--- src/rtl/alu_cmd_sequencer.sv ---
// Command FIFO + issue FSM that feeds a combinational 2-bit ALU and returns results over valid/ready.
// Optional ALU_SEQ_STATS_EN adds saturating handshake/error counters (stat_cmds, stat_errs).
module alu_cmd_sequencer #(
    parameter int DEPTH = 4
) (
    input  logic                     clk,
    input  logic                     rst_n,
    input  logic                     cmd_valid,
    output logic                     cmd_ready,
    input  logic [1:0]               cmd_a,
    input  logic [1:0]               cmd_b,
    input  logic [2:0]               cmd_op,
    output logic [1:0]               alu_a,
    output logic [1:0]               alu_b,
    output logic [2:0]               alu_op,
    input  logic [1:0]               alu_out,
    output logic                     res_valid,
    input  logic                     res_ready,
    output logic [1:0]               res_data,
    output logic [2:0]               res_op,
    output logic                     res_err,
    output logic                     busy,
    output logic [$clog2(DEPTH):0]   fifo_level
`ifdef ALU_SEQ_STATS_EN
    ,
    output logic [7:0]               stat_cmds,
    output logic [7:0]               stat_errs
`endif
);

    localparam int PTR_W = $clog2(DEPTH);
    localparam int LVL_W = PTR_W + 1;
    localparam logic [LVL_W-1:0] FULL_LVL = LVL_W'(DEPTH);

    typedef enum logic [1:0] {
        IDLE  = 2'd0,
        ISSUE = 2'd1,
        HOLD  = 2'd2
    } state_t;

    state_t state_q, state_d;

    logic [6:0]       mem [DEPTH];
    logic [PTR_W-1:0] wr_ptr, rd_ptr;
    logic [LVL_W-1:0] count;
    logic             full, empty, push, pop, capture;
    logic [6:0]       head;
    logic [2:0]       head_op;
    logic             head_err;

    // Issue-stage copies: the popped opcode and error flag survive even when
    // the ALU registers are left untouched for an unsupported opcode.
    logic [2:0]       op_p1;
    logic             err_p1;

    assign full       = (count == FULL_LVL);
    assign empty      = (count == '0);
    assign cmd_ready  = !full;
    assign push       = cmd_valid && !full;
    assign fifo_level = count;
    assign head       = mem[rd_ptr];
    assign head_op    = head[6:4];
    assign head_err   = head_op[2] & head_op[1];
    assign res_valid  = (state_q == HOLD);
    assign busy       = (state_q != IDLE) || !empty;

    always_comb begin
        state_d = state_q;
        pop     = 1'b0;
        capture = 1'b0;
        case (state_q)
            IDLE: begin
                if (!empty) begin
                    pop     = 1'b1;
                    state_d = ISSUE;
                end
            end
            ISSUE: begin
                capture = 1'b1;
                state_d = HOLD;
            end
            HOLD: begin
                if (res_ready) state_d = IDLE;
            end
            default: state_d = IDLE;
        endcase
    end

    always_ff @(posedge clk) begin
        if (!rst_n) state_q <= IDLE;
        else        state_q <= state_d;
    end

    // ---- FIFO storage (p0) ----
    always_ff @(posedge clk) begin
        if (push) mem[wr_ptr] <= {cmd_op, cmd_a, cmd_b};
    end

    always_ff @(posedge clk) begin
        if (!rst_n) begin
            wr_ptr <= '0;
            rd_ptr <= '0;
            count  <= '0;
        end else begin
            if (push) wr_ptr <= wr_ptr + 1'b1;
            if (pop)  rd_ptr <= rd_ptr + 1'b1;
            case ({push, pop})
                2'b10:   count <= count + 1'b1;
                2'b01:   count <= count - 1'b1;
                default: count <= count;
            endcase
        end
    end

    // ---- issue stage (p1): drive the ALU from registers ----
    always_ff @(posedge clk) begin
        if (!rst_n) begin
            alu_a  <= '0;
            alu_b  <= '0;
            alu_op <= '0;
            op_p1  <= '0;
            err_p1 <= 1'b0;
        end else if (pop) begin
            op_p1  <= head_op;
            err_p1 <= head_err;
            if (!head_err) begin
                alu_a  <= head[3:2];
                alu_b  <= head[1:0];
                alu_op <= head_op;
            end
        end
    end

    // ---- result stage (p2): capture ALU output, held through HOLD ----
    always_ff @(posedge clk) begin
        if (!rst_n) begin
            res_data <= '0;
            res_op   <= '0;
            res_err  <= 1'b0;
        end else if (capture) begin
            res_data <= err_p1 ? 2'b00 : alu_out;
            res_op   <= op_p1;
            res_err  <= err_p1;
        end
    end

`ifdef ALU_SEQ_STATS_EN
    function automatic logic [7:0] sat_inc(input logic [7:0] v);
        return (v == 8'hFF) ? v : v + 8'd1;
    endfunction

    logic hs;
    assign hs = res_valid && res_ready;

    always_ff @(posedge clk) begin
        if (!rst_n) begin
            stat_cmds <= '0;
            stat_errs <= '0;
        end else if (hs) begin
            stat_cmds <= sat_inc(stat_cmds);
            if (res_err) stat_errs <= sat_inc(stat_errs);
        end
    end
`endif

endmodule

--- config.mk ---
export PLATFORM = sky130hd
export DESIGN_NAME = alu_cmd_sequencer
export DESIGN_NICKNAME = d
export VERILOG_FILES = /design/src/rtl/alu_cmd_sequencer.sv
export SDC_FILE = /design/constraint.sdc
export NUM_CORES = 1
export LEC_CHECK = 0
export ABC_AREA = 1
export CAP_MARGIN = 20
export CORE_UTILIZATION = 35
export CTS_CLUSTER_SIZE = 20
export DETAILED_ROUTE_END_ITERATION = 8
export SETUP_SLACK_MARGIN = 0.5
export SLEW_MARGIN = 20
export SYNTH_ARGS = -nofsm -noshare
export SYNTH_HDL_FRONTEND = slang
export SYNTH_SLANG_ARGS = --single-unit
--- constraint.sdc ---
create_clock -name clk -period 4.1 [get_ports clk]
set_input_delay 0.41 -clock clk [delete_from_list [all_inputs] [get_ports clk]]
set_output_delay 0.41 -clock clk [all_outputs]
set_load 0.01 [all_outputs]
# Word-level counts from Yosys, hierarchy flattened
# Memories as Yosys holds them, arrays and structs flattened. A register that Yosys moved wholly into a read port is not among the register bits.
# Index checks and enable logic that the tools add are counted.
dict set report word_totals {
  regBits 26
  ram_bits 28
  output_inout_bits 19
  word_cells 48
  memories 1
}
# name depth width read_ports rd_clocked_by_memory_dff wr line_no
set mem_list {}
lappend mem_list {mem 4 7 1 1 1 43} ;# logic [6:0] mem [DEPTH];
dict set report op_classes {
  addsub 4
  eq_ne 7
  muxes 12
  bitwise_logic 2
  n_reduce_logical 10
}
# op n
set op_table {}
lappend op_table {{$mux W2} 5}
lappend op_table {{$pmux W2 S3} 1}
lappend op_table {{$pmux W3 S2} 1}
lappend op_table {{$mux W1} 5}
lappend op_table {{$add A2 B1 Y2 const B} 2}
lappend op_table {{$eq A2 B1 Y1 const B} 2}
lappend op_table {{$eq A2 B2 Y1 const B} 2}
lappend op_table {{$reduce_and A2 Y1} 2}
lappend op_table {{$reduce_bool A2 Y1} 2}
lappend op_table {{$add A3 B1 Y3 const B} 1}
lappend op_table {{$eq A3 B3 Y1 const B} 1}
lappend op_table {{$logic_not A3 Y1} 1}
lappend op_table {{$sub A3 B1 Y3 const B} 1}
lappend op_table {{$logic_not A1 Y1} 2}
lappend op_table {{$logic_not A2 Y1} 1}
lappend op_table {{$ne A2 B1 Y1 const B} 1}
lappend op_table {{$ne A2 B2 Y1 const B} 1}
lappend op_table {{$and A1 B1 Y1} 1}
lappend op_table {{$logic_and A1 B1 Y1} 1}
lappend op_table {{$logic_or A1 B1 Y1} 1}
lappend op_table {{$not A1 Y1} 1}

# Longest topological paths before layout
# Gate-level depths: netlist of run 1.
dict set report depth {
  depth_word 5
  mapped_depth 11
  depth_no_buf 10
}

# Worst setup path before layout of run 1
# OpenSTA, ideal clock, no wires.
dict set report synth_path {
  path_kind {register to register}
  startpoint {reg count[2] (netlist: fifo_level[2])}
  endpoint {reg count[2] (netlist: fifo_level[2])}
  setup_ns 0.122
  arrival_ns 1.848
  required_time_ns 3.978
  slack_ns 2.130
  path_stages_with_launch 11
  period_less_slack_ns 1.970
  cell_sequence {dfxtp_1 -> inv_2 -> a21oi_4 -> buf_6 -> ha_1 -> inv_1 -> fa_1 -> a21oi_1 -> o21ai_0 -> o21ai_0 -> a21oi_1}
}
dict set report synth_between {
  elab_chain_cells 5
  word_cells_on_any_way 12
  classes_between {add/sub: 2; eq/ne: 3; mux: 3; reduce/logical: 4}
}
# element line_no
set synth_lines {}
lappend synth_lines {{start, declared} 45} ;# logic [LVL_W-1:0] count;
lappend synth_lines {{start signal, assigned} 108} ;# 2'b10: count <= count + 1'b1;
lappend synth_lines {{start signal, assigned} 109} ;# 2'b01: count <= count - 1'b1;
lappend synth_lines {{start signal, assigned} 110} ;# default: count <= count;
lappend synth_lines {{$logic_not A3 Y1 (*)} 57} ;# assign empty = (count == '0);
lappend synth_lines {{$mux W1 (*)} 73} ;# if (!empty) begin
lappend synth_lines {{$mux W1 (*)} 71} ;# case (state_q)
lappend synth_lines {{named net pop} 46} ;# logic full, empty, push, pop, capture;
lappend synth_lines {{$eq A2 B1 Y1 or $eq A2 B2 Y1 (tied branches)} 107} ;# case ({push, pop})
lappend synth_lines {{$pmux W3 S2 or $reduce_bool A2 Y1 (tied branches)} --}
# The timed path passes the listed nets; every way through them passes the cells marked *.
# A chain may end at the register's enable or synchronous reset.

# Final worst setup path of run 1
dict set report layout_path {
  startpoint {reg count[1] (netlist: fifo_level[1])}
  endpoint {reg count[2] (netlist: fifo_level[2])}
}
dict set report layout_between {
  elab_chain_cells 5
  word_cells_on_any_way 12
  classes_between {add/sub: 2; eq/ne: 3; mux: 3; reduce/logical: 4}
}
# element line_no
set layout_lines {}
lappend layout_lines {{$logic_not A3 Y1 or $eq A3 B3 Y1 (tied branches)} {57, 56}}
lappend layout_lines {{$mux W1 or $logic_not A1 Y1 (tied branches)} {73, 59}}
lappend layout_lines {{$mux W1 or $logic_and A1 B1 Y1 (tied branches)} {71, 59}}
lappend layout_lines {{$eq A2 B1 Y1 or $eq A2 B2 Y1 (tied branches)} 107}
lappend layout_lines {{$pmux W3 S2 or $reduce_bool A2 Y1 (tied branches)} --}
# Parallel ways exist; a longest one is shown, timed or not.

==> flow_summary.json, run 1 <==
{
  "ff2ff_setup_slack_ps": 1930,
  "port_buffers": 31,
  "fin_nets": 283,
  "p_comb_share_pct": 40.1,
  "area_growth_pct": 19.6,
  "wl_um": 3810,
  "whs_path_depth": 2,
  "drt-pass1-iter-count": 4,
  "die_h_um": 82.6,
  "hold_class": "reg2reg",
  "maxSlewViolCount": 0,
  "min_period_over_period_pct": 52.9,
  "yosysUniqueCellTypes": 24,
  "drc": 0,
  "gp_congestion": 0.705,
  "syn_area_um2": 2270,
  "synth_nets": 252,
  "vias": 1551,
  "syn_inst": 233,
  "start_util_pct": 36.0,
  "power.net_switching_w": 0.000694,
  "post-synth-top-area-fraction_pct": 37.0,
  "utilization_pct": 43.1,
  "dp_cells": 334,
  "timing.rr.start": "fifo_level[1]",
  "dpl_worst_slack_ps": 1890,
  "power_leakage_nw": 1.06,
  "postCtsHoldBufs": 0,
  "crit_required_ps": 4310,
  "rows": 29,
  "diodes": 0,
  "clockPowerShare_pct": 17.0,
  "insertion_delay_ps": 310,
  "whs_ps": 450,
  "most-common-layout-cells": "nor2_1, nand2_1, clkdlybuf4s50_1, dfxtp_1, edfxtp_1",
  "hold_viol": 0,
  "stdcell_count": 342,
  "fill_cells": 641,
  "cts_max_level": 2,
  "yosysTopAreaCell": "edfxtp_1",
  "synth-seq-cells": 56,
  "num_io_pins": 32,
  "power.internal_w": 0.00115,
  "grtUsageTotal_pct": 12.5,
  "grt_overflow": 0,
  "die_x_um": 82.6,
  "finalSetupViolCount": 0,
  "syn-mean-instance-area_um2": 9.76,
  "critPathCaptureType": "flop",
  "crit_type": "reg2reg",
  "clk_pin_slew_ps": 100,
  "grt_start_max_net_pins": 20,
  "startpoint_type": "flop",
  "finalWorstSetupSlack_ps": 1930,
  "yosysWarnings": 0,
  "period_needed_ps": 2170,
  "antenna_found_initial": 0,
  "grt_pass1_vias": 1418,
  "core-area_um2": 6310,
  "drive_above_1_share_pct": 7.92,
  "post_drt_wl_per_cell_um": 11.1,
  "post-cts-setup-buffers": 0,
  "cts_tree": "yes",
  "dpl.hpwl_um": 2680,
  "vias_per_cell": 4.54,
  "holdPathEnd": "alu_op[1]",
  "slew_headroom_pct": 53.7,
  "rsz0062_at_grt": "no",
  "clockBufferDepth": 2,
  "synth_area_leaders": "edfxtp_1, dfxtp_1, nor2_1",
  "sw_frac_of_total_pct": 37.5,
  "ir_worst_vdd_mv": 0.302,
  "grt_pass1_wl_um": 6260,
  "worstRegToRegCells": 9,
  "hold_start": "alu_op[1]",
  "cts_resized": 0,
  "arrival_ps": 2380,
  "finClkSkew_ps": 3.41,
  "cp_max_fo": 16,
  "fp.dieArea_um2": 6830,
  "tightest_slew_ps": 692,
  "antenna_left": 0,
  "cts_buffers": 5,
  "final_common_cell": "nor2_1",
  "drv_cap": 0,
  "timing.rr.end": "fifo_level[2]",
  "tns_ps": 0,
  "power_frac_seq_pct": 42.9,
  "ys_seq_area_share_pct": 61.6,
  "clock_sinks": 56,
  "p_per_area_nw_per_um2": 679,
  "clock.fmax_ghz": 0.461,
  "status": "complete, no violations",
  "drt_iter0_markers": 56,
  "clk_root_buffer_cell": "clkbuf_8"
}
-- metal layers --
metal	part of all wire (%)	track usage, %	vias up	routed length, um
li1	-	-	819	-
met1	45	14.6	696	1730
met2	48	21.0	28	1810
met3	4.2	3.52	8	161
met4	2.7	6.03	0	103
met5	0	0	-	0
-- critical path: stages (launching register included) --
cell and delay (ps):
dfxtp_1 410, nor2_2 80, a21oi_4 410, ha_1 230
inv_1 70, fa_1 380, a21oi_1 160, o21ai_0 110
o21ai_0 160, a21oi_1 60
-- final cells by class --
type / count / area, um2 / share of cell area [%]
clock inverter: 3 / 26.3 / 0.966
multi-input combinational: 143 / 714 / 26.3
tap: 77 / 96.3 / 3.54
timing repair buffer: 31 / 310 / 11.4
inverter: 27 / 104 / 3.82
clock buffer: 5 / 68.8 / 2.53
sequential: 56 / 1400 / 51.5
-- synth_stat cells --
master / count
a21oi_1: 13
a21oi_4: 1
a22oi_1: 2
buf_2: 2
buf_4: 3
buf_6: 2
clkinv_1: 1
dfxtp_1: 28
edfxtp_1: 28
fa_1: 1
ha_1: 5
inv_1: 22
inv_2: 3
inv_4: 1
nand2_1: 35
nand2_2: 6
nand3_1: 11
nand3_4: 1
nor2_1: 42
nor2_2: 1
nor3_1: 1
o21ai_0: 18
o21ai_1: 2
o22ai_1: 4
-- sequential cells by signal, indices dropped and copies added, names as in the netlist, named ones only --
name,flops
mem,28
alu_op,3
fifo_level,3
op_p1,3
res_op,3
alu_a,2
alu_b,2
rd_ptr,2
res_data,2
state_q,2
wr_ptr,2
err_p1,1
res_err,1
-- per-stage QoR --
stage | power, W | instance area, um2
3_3_place_gp | 0.00155 | 2630
4_1_cts | 0.00187 | 2720
5_1_grt | 0.00201 | 2720
6_report | 0.00185 | 2720
3_5_place_dp | 0.00156 | 2630
2_1_floorplan | 0.00133 | 2270
-- power by group through the flow --
stage | sequential, W | clock (W) | combinational, W
after floorplan | 0.000803 | 0 | 0.000522
after global placement | 0.000806 | 0 | 0.000741
after detailed placement | 0.000808 | 0 | 0.000752
after CTS | 0.000795 | 0.000321 | 0.000755
after global routing | 0.000812 | 0.000340 | 0.000860
final | 0.000792 | 0.000313 | 0.000742
-- cell families (layout without fill, tap and decap cells) --
logic type	after synthesis	after routing	synth area share [%]
AO/OA/AOI/OAI	40	40	9.74
adder cells (fa/ha/maj)	6	6	3.63
buffers and inverters	34	66	6.99
flip-flops	56	56	61.6
AND/OR/NAND/NOR	97	97	18.0
-- worst max-delay path by stage --
| stage | start | to | slack (ps) |
|---|---|---|---|
| floorplan | fifo_level[2] | fifo_level[2] | 2130 |
| global placement | cmd_valid | fifo_level[2] | 1980 |
| detailed placement | cmd_valid | fifo_level[2] | 1890 |
| CTS | fifo_level[1] | fifo_level[2] | 1930 |
| global route | fifo_level[1] | fifo_level[2] | 1780 |
| finish | fifo_level[1] | fifo_level[2] | 1930 |
Power figures use the tool's default switching activity.
==> run 2: changes to the inputs <==
- clock period: 4.1 -> 1.76 ns (I/O delays scaled with it)
==> flow_summary.json, run 2 (same netlist as run 1, synthesis figures left out) <==
{
  "status": "complete, no violations",
  "vias_per_cell": 4.56,
  "clk_pin_slew_ps": 110,
  "grt_overflow": 0,
  "num_io_pins": 32,
  "dpl_worst_slack_ps": 59.5,
  "finClkSkew_ps": 6.12,
  "cp_max_fo": 4,
  "rows": 29,
  "diodes": 0,
  "power_w": 0.00505,
  "cts_max_level": 2,
  "post_drt_wl_per_cell_um": 12.0,
  "slew_headroom_pct": 81.9,
  "antenna_left": 0,
  "startpoint_type": "flop",
  "die_x_um": 82.6,
  "fp.dieArea_um2": 6830,
  "crit_chain": "nor2_4, buf_6, a21oi_4, ha_4, inv_2, fa_2, a21oi_1, o21ai_1, o21ai_1, a21oi_1",
  "power.net_switching_w": 0.00193,
  "grt_start_max_net_pins": 20,
  "arrival_ps": 1930,
  "worstSetupStartpoint": "fifo_level[1]",
  "final_common_cell": "nor2_1",
  "grt_pass1_vias": 1490,
  "finalSetupViolCount": 0,
  "drt-pass1-iter-count": 4,
  "crit_path_top_delay_cell": "dfxtp_4",
  "largest_register": "mem",
  "dp_cells": 343,
  "whs_path_depth": 2,
  "highest_layer": "met4",
  "grtUsageTotal_pct": 13.7,
  "power_leakage_nw": 1.27,
  "wl_um": 4310,
  "clock.fmax_ghz": 0.583,
  "worstRegToRegCells": 10,
  "drc": 0,
  "cts_tree": "yes",
  "fin_nets": 301,
  "clk_root_buffer_cell": "clkbuf_8",
  "finalWorstSetupSlack_ps": 44.6,
  "stdcell_count": 360,
  "core-area_um2": 6310,
  "drt_iter0_markers": 75,
  "insertion_delay_ps": 310,
  "ir_worst_vdd_mv": 0.722,
  "postCtsHoldBufs": 0,
  "clock_sinks": 56,
  "p_comb_share_pct": 48.8,
  "tightest_slew_ps": 270,
  "most-common-layout-cells": "nor2_1, nand2_1, edfxtp_1, dfxtp_1, inv_1",
  "hold_viol": 0,
  "holdPathEnd": "alu_op[1]",
  "sw_frac_of_total_pct": 38.1,
  "wl_met1_um": 1970,
  "port_buffers": 31,
  "timing.rr.end": "fifo_level[2]",
  "tns_ps": 0,
  "power.internal_w": 0.00312,
  "power_frac_seq_pct": 36.6,
  "drive_above_1_share_pct": 22.6,
  "hold_class": "reg2reg",
  "gp_congestion": 0.752,
  "clockBufferDepth": 2,
  "die_h_um": 82.6,
  "min_period_over_period_pct": 97.5,
  "start_util_pct": 36.0,
  "drv_cap": 0,
  "whs_ps": 468,
  "hold_start": "alu_op[1]",
  "dpl.hpwl_um": 2800,
  "largest_reg_flops": 28,
  "antenna_found_initial": 0,
  "critPathCaptureType": "flop",
  "period_needed_ps": 1720,
  "wl_met2_um": 2070,
  "dr_wl_met3_um": 152,
  "timing.rr.start": "fifo_level[1]",
  "vias": 1642,
  "area_growth_pct": 33.9,
  "rsz0062_at_grt": "yes",
  "ff2ff_setup_slack_ps": 40,
  "maxSlewViolCount": 0,
  "p_per_area_nw_per_um2": 1660,
  "max_stage_delay_ps": 380,
  "cts_buffers": 5,
  "grt_pass1_wl_um": 6810,
  "crit_required_ps": 1970,
  "clockPowerShare_pct": 14.6,
  "crit_type": "reg2reg"
}
-- run 2: cell count changes in the layout (fill, tap and decap cells not counted), moves of 3 or more --
cell / before / now
clkdlybuf4s50_1: 31 / 12
dfxtp_1: 28 / 23
buf_4: 0 / 6
dfxtp_4: 0 / 4
nor2_1: 42 / 37
nor2_4: 0 / 6
dlygate4sd2_1: 0 / 17
nand3_1: 11 / 6
nand3_2: 0 / 5
nand2_1: 35 / 32
buf_6: 0 / 10
-- run 2: through the flow --
stage | utilization, % | instance area [um2]
5_1_grt | 48.3 | 3050
2_1_floorplan | - | 2300
6_report | 48.3 | 3050
4_1_cts | 45.7 | 2880
3_3_place_gp | 43.1 | 2720
3_5_place_dp | 43.1 | 2720
-- run 2: critical path: cells and delay by family, from the launching register on --
kind / cells / cell delay [ps]
flip-flops: 1 / 380
AND/OR/NAND/NOR: 1 / 40
adder cells (fa/ha/maj): 2 / 490
AO/OA/AOI/OAI: 5 / 550
buffers and inverters: 2 / 150
-- run 2: power by group through the flow --
stage / registers (W) / logic (W) / clock network (W)
floorplan: 0.00189 / 0.00127 / 0
global placement: 0.00185 / 0.00190 / 0
detailed placement: 0.00186 / 0.00193 / 0
CTS: 0.00183 / 0.00194 / 0.000756
global route: 0.00189 / 0.00277 / 0.000805
finish: 0.00185 / 0.00246 / 0.000740
-- run 2: what timing repair did --
| item | 4_1_cts | 5_1_grt |
|---|---|---|
| resized for setup | 41 | 28 |
| setup endpoints to repair | 55 | 50 |
| cloned | 0 | 1 |
| buffers inserted | 3 | 5 |
| pin swaps | 6 | 8 |
-- run 2: how the worst max path moves through the flow --
stage	end	cells past startpoint	slack (ps)
3_3_place_gp	fifo_level[2]	9	70
4_1_cts	fifo_level[1]	9	70
6_report	fifo_level[2]	10	40
3_5_place_dp	fifo_level[1]	8	60
5_1_grt	fifo_level[2]	10	-20
2_1_floorplan	fifo_level[2]	10	-20
-- run 2: metal layers --
metal / global-route usage, % / vias up
met4: 7.07 / 0
met3: 3.30 / 10
li1: - / 859
met5: 0 / -
met2: 23.0 / 32
met1: 16.2 / 741
-- run 2: final cells by class --
class / instances / area (um2)
well taps: 77 / 96.3
fillers: 600 / 3270
flip-flops and latches: 56 / 1420
clock buffers: 5 / 68.8
clock inverters: 3 / 27.5
multi-input cells: 143 / 836
inverters: 27 / 109
repair buffers: 49 / 492
==> run 3: changes to the inputs <==
- SLEW_MARGIN: 20 -> not set
==> results of run 3 <==
The final DEF is identical to that of run 2; final timing and power are the same.
